==> config.mk <==
export PLATFORM = sky130hd
export DESIGN_NAME = inv_round_tf
export DESIGN_NICKNAME = d
export VERILOG_FILES = /design/src/rtl/aes_pkg.sv /design/src/rtl/inv_sub_bytes.sv /design/src/rtl/inv_round_tf.sv
export SDC_FILE = /design/constraint.sdc
export NUM_CORES = 2
export LEC_CHECK = 0
export ABC_AREA = 1
export BUFFER_PORTS_ARGS = -buffer_cell sky130_fd_sc_hd__buf_2
export CORE_MARGIN = 5
export CORE_UTILIZATION = 50
export DETAILED_ROUTE_END_ITERATION = 16
export PLACE_DENSITY = 0.74
export SLEW_MARGIN = 20
export SYNTH_ARGS = -nofsm -noshare
export SYNTH_HDL_FRONTEND = slang
export SYNTH_SLANG_ARGS = --single-unit
==> constraint.sdc <==
create_clock -name clk -period 3 [get_ports clk]
set_input_delay 0.15 -clock clk [delete_from_list [all_inputs] [get_ports clk]]
set_output_delay 0.15 -clock clk [all_outputs]
set_load 0.1 [all_outputs]
==> src/rtl/aes_pkg.sv <==
// aes_pkg: shared AES decrypt-side constants and helpers.
//   INV_SBOX        256-entry inverse S-box, index 0 is the MSB element
//   inv_sbox        byte lookup
//   xtime / gmul    GF(2^8) arithmetic, reduction polynomial 0x11B
//   inv_shift_rows  128-bit InvShiftRows, byte k = b[127-8k -: 8], s[r,c] = byte 4c+r
//   inv_mix_column  one 32-bit column, row 0 in the top byte
//   isb_state_t     FSM encoding of the substitution engine
package aes_pkg;

  localparam int NUM_BYTES = 16;

  typedef enum logic {ST_IDLE, ST_RUN} isb_state_t;

  localparam logic [0:255][7:0] INV_SBOX = {
    128'h52096ad53036a538bf40a39e81f3d7fb, 128'h7ce339829b2fff87348e4344c4dee9cb,
    128'h547b9432a6c2233dee4c950b42fac34e, 128'h082ea16628d924b2765ba2496d8bd125,
    128'h72f8f66486689816d4a45ccc5d65b692, 128'h6c704850fdedb9da5e154657a78d9d84,
    128'h90d8ab008cbcd30af7e45805b8b34506, 128'hd02c1e8fca3f0f02c1afbd0301138a6b,
    128'h3a9111414f67dcea97f2cfcef0b4e673, 128'h96ac7422e7ad3585e2f937e81c75df6e,
    128'h47f11a711d29c5896fb7620eaa18be1b, 128'hfc563e4bc6d279209adbc0fe78cd5af4,
    128'h1fdda8338807c731b11210592780ec5f, 128'h60517fa919b54a0d2de57a9f93c99cef,
    128'ha0e03b4dae2af5b0c8ebbb3c83539961, 128'h172b047eba77d626e169146355210c7d
  };

  function automatic logic [7:0] inv_sbox(input logic [7:0] b);
    return INV_SBOX[b];
  endfunction

  function automatic logic [7:0] xtime(input logic [7:0] b);
    return {b[6:0], 1'b0} ^ (b[7] ? 8'h1b : 8'h00);
  endfunction

  // InvMixColumns coefficients never exceed 0x0e, so a 4-bit multiplier suffices.
  function automatic logic [7:0] gmul(input logic [7:0] a, input logic [3:0] k);
    logic [7:0] p;
    logic [7:0] t;
    p = '0;
    t = a;
    for (int i = 0; i < 4; i++) begin
      if (k[i]) p = p ^ t;
      t = xtime(t);
    end
    return p;
  endfunction

  // Row r rotates right by r: s'[r,(c+r) mod 4] = s[r,c].
  function automatic logic [127:0] inv_shift_rows(input logic [127:0] b);
    logic [127:0] o;
    o = '0;
    for (int c = 0; c < 4; c++)
      for (int r = 0; r < 4; r++)
        o[127-8*(4*((c+r)%4)+r) -: 8] = b[127-8*(4*c+r) -: 8];
    return o;
  endfunction

  // Row r of the matrix is row 0 {0e,0b,0d,09} rotated right by r.
  function automatic logic [31:0] inv_mix_column(input logic [31:0] col);
    logic [3:0]  cf [4];
    logic [31:0] o;
    logic [7:0]  acc;
    cf[0] = 4'he; cf[1] = 4'hb; cf[2] = 4'hd; cf[3] = 4'h9;
    o = '0;
    for (int r = 0; r < 4; r++) begin
      acc = '0;
      for (int j = 0; j < 4; j++)
        acc = acc ^ gmul(col[31-8*j -: 8], cf[(j-r+4)%4]);
      o[31-8*r -: 8] = acc;
    end
    return o;
  endfunction

endpackage

==> src/rtl/inv_sub_bytes.sv <==
// inv_sub_bytes: time-multiplexed InvSubBytes over LANES inverse S-boxes.
//   clk, rst_n   clock, async active-low reset
//   start_i      one-cycle request, samples d_i
//   d_i          state to substitute (already InvShiftRows'd)
//   load_o       high in the cycle a start is accepted (load into registers)
//   b_isb_o      substitution register, partial while busy
//   busy_o       substitution in progress
//   done_o       one-cycle pulse after the final group
// Optional macro HEA_INV_RTF_RESTART_EN: start while busy restarts on new data.
module inv_sub_bytes
  import aes_pkg::*;
#(
  parameter int LANES = 4
) (
  input  logic         clk,
  input  logic         rst_n,
  input  logic         start_i,
  input  logic [127:0] d_i,
  output logic         load_o,
  output logic [127:0] b_isb_o,
  output logic         busy_o,
  output logic         done_o
);

  localparam int N  = NUM_BYTES / LANES;
  localparam int GW = (N > 1) ? $clog2(N) : 1;

  if (!(LANES == 1 || LANES == 2 || LANES == 4 || LANES == 8 || LANES == 16)) begin : g_bad_lanes
    $error("inv_sub_bytes: LANES must be 1, 2, 4, 8 or 16");
  end

  isb_state_t   state_q, state_d;
  logic [GW-1:0] grp_q, grp_d;
  logic [127:0] isb_q, isb_d;
  logic         done_q, done_d;
  logic         restart;
  logic         load;

`ifdef HEA_INV_RTF_RESTART_EN
  assign restart = start_i;
`else
  assign restart = 1'b0;
`endif

  always_comb begin
    state_d = state_q;
    grp_d   = grp_q;
    isb_d   = isb_q;
    done_d  = 1'b0;
    load    = 1'b0;
    case (state_q)
      ST_IDLE: begin
        if (start_i) begin
          load    = 1'b1;
          isb_d   = d_i;
          grp_d   = '0;
          state_d = ST_RUN;
        end
      end
      ST_RUN: begin
        if (restart) begin
          // Aborted state is dropped silently: no done for it.
          load  = 1'b1;
          isb_d = d_i;
          grp_d = '0;
        end else begin
          for (int l = 0; l < LANES; l++)
            isb_d[127-8*(LANES*int'(grp_q)+l) -: 8] =
              inv_sbox(isb_q[127-8*(LANES*int'(grp_q)+l) -: 8]);
          if (grp_q == GW'(N-1)) begin
            grp_d   = '0;
            done_d  = 1'b1;
            state_d = ST_IDLE;
          end else begin
            grp_d = grp_q + 1'b1;
          end
        end
      end
      default: state_d = ST_IDLE;
    endcase
  end

  always_ff @(posedge clk or negedge rst_n) begin
    if (!rst_n) begin
      state_q <= ST_IDLE;
      grp_q   <= '0;
      isb_q   <= '0;
      done_q  <= 1'b0;
    end else begin
      state_q <= state_d;
      grp_q   <= grp_d;
      isb_q   <= isb_d;
      done_q  <= done_d;
    end
  end

  assign load_o  = load;
  assign b_isb_o = isb_q;
  assign busy_o  = (state_q == ST_RUN);
  assign done_o  = done_q;

endmodule

==> src/rtl/inv_round_tf.sv <==
// inv_round_tf: inverse AES round, InvShiftRows -> InvSubBytes -> InvMixColumns.
//   LANES    inverse S-box instances (1,2,4,8,16); a state takes 16/LANES cycles
//   EN_IMC   1: b_o = InvMixColumns(b_isb_o); 0: b_o = b_isb_o (final round)
//   clk, rst_n   clock, async active-low reset
//   start        one-cycle request, samples b_i
//   b_i          input state
//   b_isr_o      registered InvShiftRows(b_i) captured at start
//   b_isb_o      InvSubBytes register, partial while busy
//   b_o          round output, combinational from b_isb_o
//   busy_o       substitution in progress
//   done_o       one-cycle pulse, b_isb_o/b_o final
// Optional macro HEA_INV_RTF_RESTART_EN: start while busy restarts on new data.
module inv_round_tf
  import aes_pkg::*;
#(
  parameter int LANES  = 4,
  parameter bit EN_IMC = 1'b1
) (
  input  logic         clk,
  input  logic         rst_n,
  input  logic         start,
  input  logic [127:0] b_i,
  output logic [127:0] b_isr_o,
  output logic [127:0] b_isb_o,
  output logic [127:0] b_o,
  output logic         busy_o,
  output logic         done_o
);

  logic [127:0] isr_w;
  logic [127:0] b_isr_q, b_isr_d;
  logic         load;

  assign isr_w = inv_shift_rows(b_i);

  always_comb begin
    b_isr_d = b_isr_q;
    if (load) b_isr_d = isr_w;
  end

  always_ff @(posedge clk or negedge rst_n) begin
    if (!rst_n) b_isr_q <= '0;
    else        b_isr_q <= b_isr_d;
  end

  inv_sub_bytes #(.LANES(LANES)) u_isb (
    .clk     (clk),
    .rst_n   (rst_n),
    .start_i (start),
    .d_i     (isr_w),
    .load_o  (load),
    .b_isb_o (b_isb_o),
    .busy_o  (busy_o),
    .done_o  (done_o)
  );

  always_comb begin
    b_o = b_isb_o;
    if (EN_IMC)
      for (int c = 0; c < 4; c++)
        b_o[127-32*c -: 32] = inv_mix_column(b_isb_o[127-32*c -: 32]);
  end

  assign b_isr_o = b_isr_q;

endmodule

==> out/metrics.yaml, run 1 <==
initial_core_util: 0.5041
die_y_um: 275.7
synth.avg_cell_area_um2: 6.829
yosys_warnings: 0
grt_max_degree: 70
synth_common_cells: "nand3_1 (1,094), nand2_1 (1,090), xor2_1 (597), xnor2_1 (394), nor2_1 (280)"
synth_cell_types: 40
grt_usage: 0.7107
cts_max_level: 2
yosysMostFrequentCell: "nand3_1"
cts-root-buf: "clkbuf_16"
die_x_um: 275.7
lastStage: "global routing (5_1_grt)"
synth_top_area_share: 0.1843
io_pins: 517
synthTopCellsByArea: "dfrtp_1 (18%), nand3_1 (16%), xor2_1 (15%)"
gp_congestion: 1.166
dp.cells: 7163
cts_sinks: 260
synth.net_count: 5384
globalRouteOverflowTotal: 14
synth_top_area_cell: "dfrtp_1"
synth_seq_cells: 260
portBuffers: 516
rows: 97
dp_slack_ns: -0.5894
grt_pass1_vias: 55630
ys_seq_area_frac: 0.1843
synth-main-ff-cell: "dfrtp_1"
synthArstFlopShare: 1.000
clockBufferDepth: 3
grt_pass1_wl_um: 396900
syn_inst: 5169
synth_edf_count: 0
syn_area_mm2: 0.03530
dp_hpwl_um: 170400
cts_buffers: 35
stop_error: "[ERROR GRT-0116] Global routing finished with congestion. Check the congestion regions in the DRC Viewer."
status: "aborted with a tool error"
==> per-stage QoR <==
stage	setup TNS (ns)	instance area, µm²
3_5_place_dp	-14.19	47790
3_3_place_gp	-11.52	47790
2_1_floorplan	-0.1031	36960
4_1_cts	-0.4296	53840
==> cell families after synthesis <==
logic type,Yosys count,share of synthesized area
XOR/XNOR,1028,0.2664
adder cells (fa/ha/maj),84,0.02977
AND/OR/NAND/NOR,2676,0.3395
AO/OA/AOI/OAI,391,0.05933
multiplexers,128,0.04083
flip-flops,260,0.1843
buffers and inverters,602,0.07979
==> layer usage <==
layer	global-route usage	overflow
met3	0.5718	3
met2	0.8664	1
met4	0.6805	10
met1	0.7157	0
met5	0.2895	0
==> repair_timing <==
action / in CTS
pin swaps: 98
endpoints found under the hold margin: 219
hold buffers: 130
gates resized for setup: 482
setup endpoints to repair: 223
setup buffers: 104
gates cloned: 5
==> run 2: changes to the inputs <==
--- a/config.mk
+++ b/config.mk
@@ -8,9 +8,9 @@
 export ABC_AREA = 1
 export BUFFER_PORTS_ARGS = -buffer_cell sky130_fd_sc_hd__buf_2
 export CORE_MARGIN = 5
-export CORE_UTILIZATION = 50
+export CORE_UTILIZATION = 35
 export DETAILED_ROUTE_END_ITERATION = 16
-export PLACE_DENSITY = 0.74
+export PLACE_DENSITY_LB_ADDON = 0.15
 export SLEW_MARGIN = 20
 export SYNTH_ARGS = -nofsm -noshare
 export SYNTH_HDL_FRONTEND = slang
==> constraint.sdc (replaced) <==
create_clock -name clk -period 3.9 [get_ports clk]
set_input_delay 0.195 -clock clk [delete_from_list [all_inputs] [get_ports clk]]
set_output_delay 0.195 -clock clk [all_outputs]
set_load 0.1 [all_outputs]
==> run 2 against run 1 <==
Net effect: the run now ends clean; synthesized cell count did not move; synthesized area did not move.
==> out/metrics.yaml, run 2 <==
status: "finished clean"  # was aborted with a tool error
route.met3.wl_um: 16970
io_pins: 517  # unchanged
gp_congestion: 1.013  # was 1.166
clkTransAtPathRegs_ns: 0.06
vias_per_cell: 5.824
cts-root-buf: "clkbuf_16"  # unchanged
grt_max_degree: 100
synth_top_family_by_area: "simple AND/OR/NAND/NOR gates"  # unchanged
synth.net_count: 5384  # unchanged
synth-simple-area-share: 0.3395  # unchanged
hold_violations: 0
maxCapViolCount: 0
grt_setup_unrepaired: "no"
muxShareOfSynthArea: 0.04083  # unchanged
synthTopCellsByArea: "dfrtp_1 (18%), nand3_1 (16%), xor2_1 (15%)"  # unchanged
dp_hpwl_um: 169900  # was 170,400 µm
fin_worst_skew_ns: 0.02607
core_area_mm2: 0.1001
drcViolationCount: 0
synth_top_area_cell: "dfrtp_1"  # unchanged
slew_viol_final: 0
relSlewSlack: 0.2080
final_common_cell: "nand3_1"
grt_pass1_vias: 40820
synth-main-ff-cell: "dfrtp_1"  # unchanged
final_nets: 6052
min_path_type: "in2async"
clk_latency_ns: 0.62
grt_pass1_wl_um: 304600
tightest_slew_ns: 1.176
synth.avg_cell_area_um2: 6.829  # unchanged
postCtsSetupBuffers: 0  # was 104
cts_tree: "done"
final_cell_mix: "nand3_1 (1,094), nand2_1 (1,083), xor2_1 (579), buf_2 (515), xnor2_1 (373)"
wl_met2_um: 99270
yosys_warnings: 0  # unchanged
critPathArrivalTime_ns: 3.67
die_x_um: 327.6  # was 275.7 µm
crit_path_top_delay_cell: "dfrtp_1"
fin_crit_ns: 3.862
yosysMostFrequentCell: "nand3_1"  # unchanged
drtAntennaViolNets: 0
die_area_mm2: 0.1073
crit_family: "XOR/XNOR gates"
drive_gt1_frac: 0.2121
antenna_found_initial: 8
wl_met1_um: 84050
synth_compound_gate_area_share: 0.05933  # unchanged
synth_edf_count: 0  # unchanged
tns_ns: 0
synth_cell_types: 40  # unchanged
globalRouteOverflowTotal: 0
cts_max_level: 2  # unchanged
ff2ff_setup_slack_ns: 0.12
grt_usage: 0.3839
cp-start-kind: "register"
syn_inst: 5169  # unchanged
drt_iter0_drc: 5214
cp_max_fo: 8
yosys.area_share.xor_xnor: 0.2664  # unchanged
synth_common_cells: "nand3_1 (1,094), nand2_1 (1,090), xor2_1 (597), xnor2_1 (394), nor2_1 (280)"  # unchanged
die_y_um: 327.6  # was 275.7 µm
portBuffers: 516  # unchanged
crit_required_ns: 3.70
synth_fa_ha_area_frac: 0.02977  # unchanged
placed_area_mm2: 0.04112  # was 0.04779 mm²
path_class: "reg2out"
firstDrtPassIters: 7
top_layer_used: "met5"
clockBufferDepth: 3  # unchanged
cts_buffers: 38  # was 35
rows: 116  # was 97
cts_sinks: 260  # unchanged
syn2layout_area_growth_pct: 23.83
fin_crit_sh: 0.9902
critical_path.max_stage_delay_ns: 0.66
synth_seq_cells: 260  # unchanged
num_vias: 41700
routed_wl_um: 216000
crit_chain: "inv_1 > nand2_1 > nand2_1 > xor2_2 > xor2_1 > xor2_1 > xnor2_2 > buf_2"
crit_buf_inv: 2
end_kind: "primary output"
setup_viol: 0
ys_seq_area_frac: 0.1843  # unchanged
final_cell_area_mm2: 0.04371
synthArstFlopShare: 1.000  # unchanged
syn_area_mm2: 0.03530  # unchanged
initial_core_util: 0.3525  # was 0.5041
clock.fmax_mhz: 258.9
synth_top_area_share: 0.1843  # unchanged
wl_per_cell_um: 30.16
-- run 2: cell counts after synthesis --
Identical to the previous run, type by type.
-- run 2: timing repair --
action,4_1_cts,5_1_grt
resized for setup,3,2
hold buffers,130,0
pin swaps,0,0
hold endpoints to repair,263,0
endpoints found under the setup margin,3,3
-- run 2: routing by layer --
metal | global-route usage | vias to the layer above
met5 | 0 | -
met4 | 0.2241 | 4
met1 | 0.4825 | 20300
met3 | 0.05485 | 614
met2 | 0.6293 | 2400
li1 | - | 18380
-- run 2: layout make-up --
type / count / area [µm²]
antenna: 2 / 5.005
clock buffer: 49 / 1064
clock inverter: 14 / 190.2
fill: 10670 / 56440
inverter: 209 / 789.5
multi-input combinational: 4307 / 26320
sequential: 260 / 6513
tap: 1298 / 1624
timing repair buffer: 1021 / 7209
-- run 2: final timing paths --
path,startpoint,endpoint,depth (start not counted)
max,u_isb.b_isb_o[55],b_o[61],8
min,rst_n,b_isr_o[85],2
max reg2reg,u_isb.grp_q[0],u_isb.b_isb_o[114],17
min reg2reg,b_isr_o[12],b_isr_o[12],1
max in group asynchronous,rst_n,b_isr_o[48],3
min in group clk,b_i[126],b_isr_o[126],3
-- run 2: cells by family (layout without fill, tap and decap cells) --
family,Yosys count,after routing
other,0,2
DFF,260,260
xor gates and xnor gates,1028,1028
adders and majority gates,84,84
AOI/OAI and AO/OA,391,391
and+or+nand+nor,2676,2676
muxes,128,128
buffers and inverters,602,1293
-- run 2: through the flow --
stage          hold slack (ns)  setup WS, ns    util  cells
2_1_floorplan          -0.1006     -0.007856       -   5169
3_3_place_gp            0.3111        0.2134  0.4106   6965
3_5_place_dp            0.3433        0.2592  0.4106   6965
4_1_cts                 0.2960       0.02552  0.4364   7158
5_1_grt                 0.3142       0.01457  0.4364   7158
6_report                0.2330       0.03803  0.4365   7160
Power of run 2 is not shown: default switching activity piles up to over one toggle a cycle in this logic, so the estimate is an artifact.
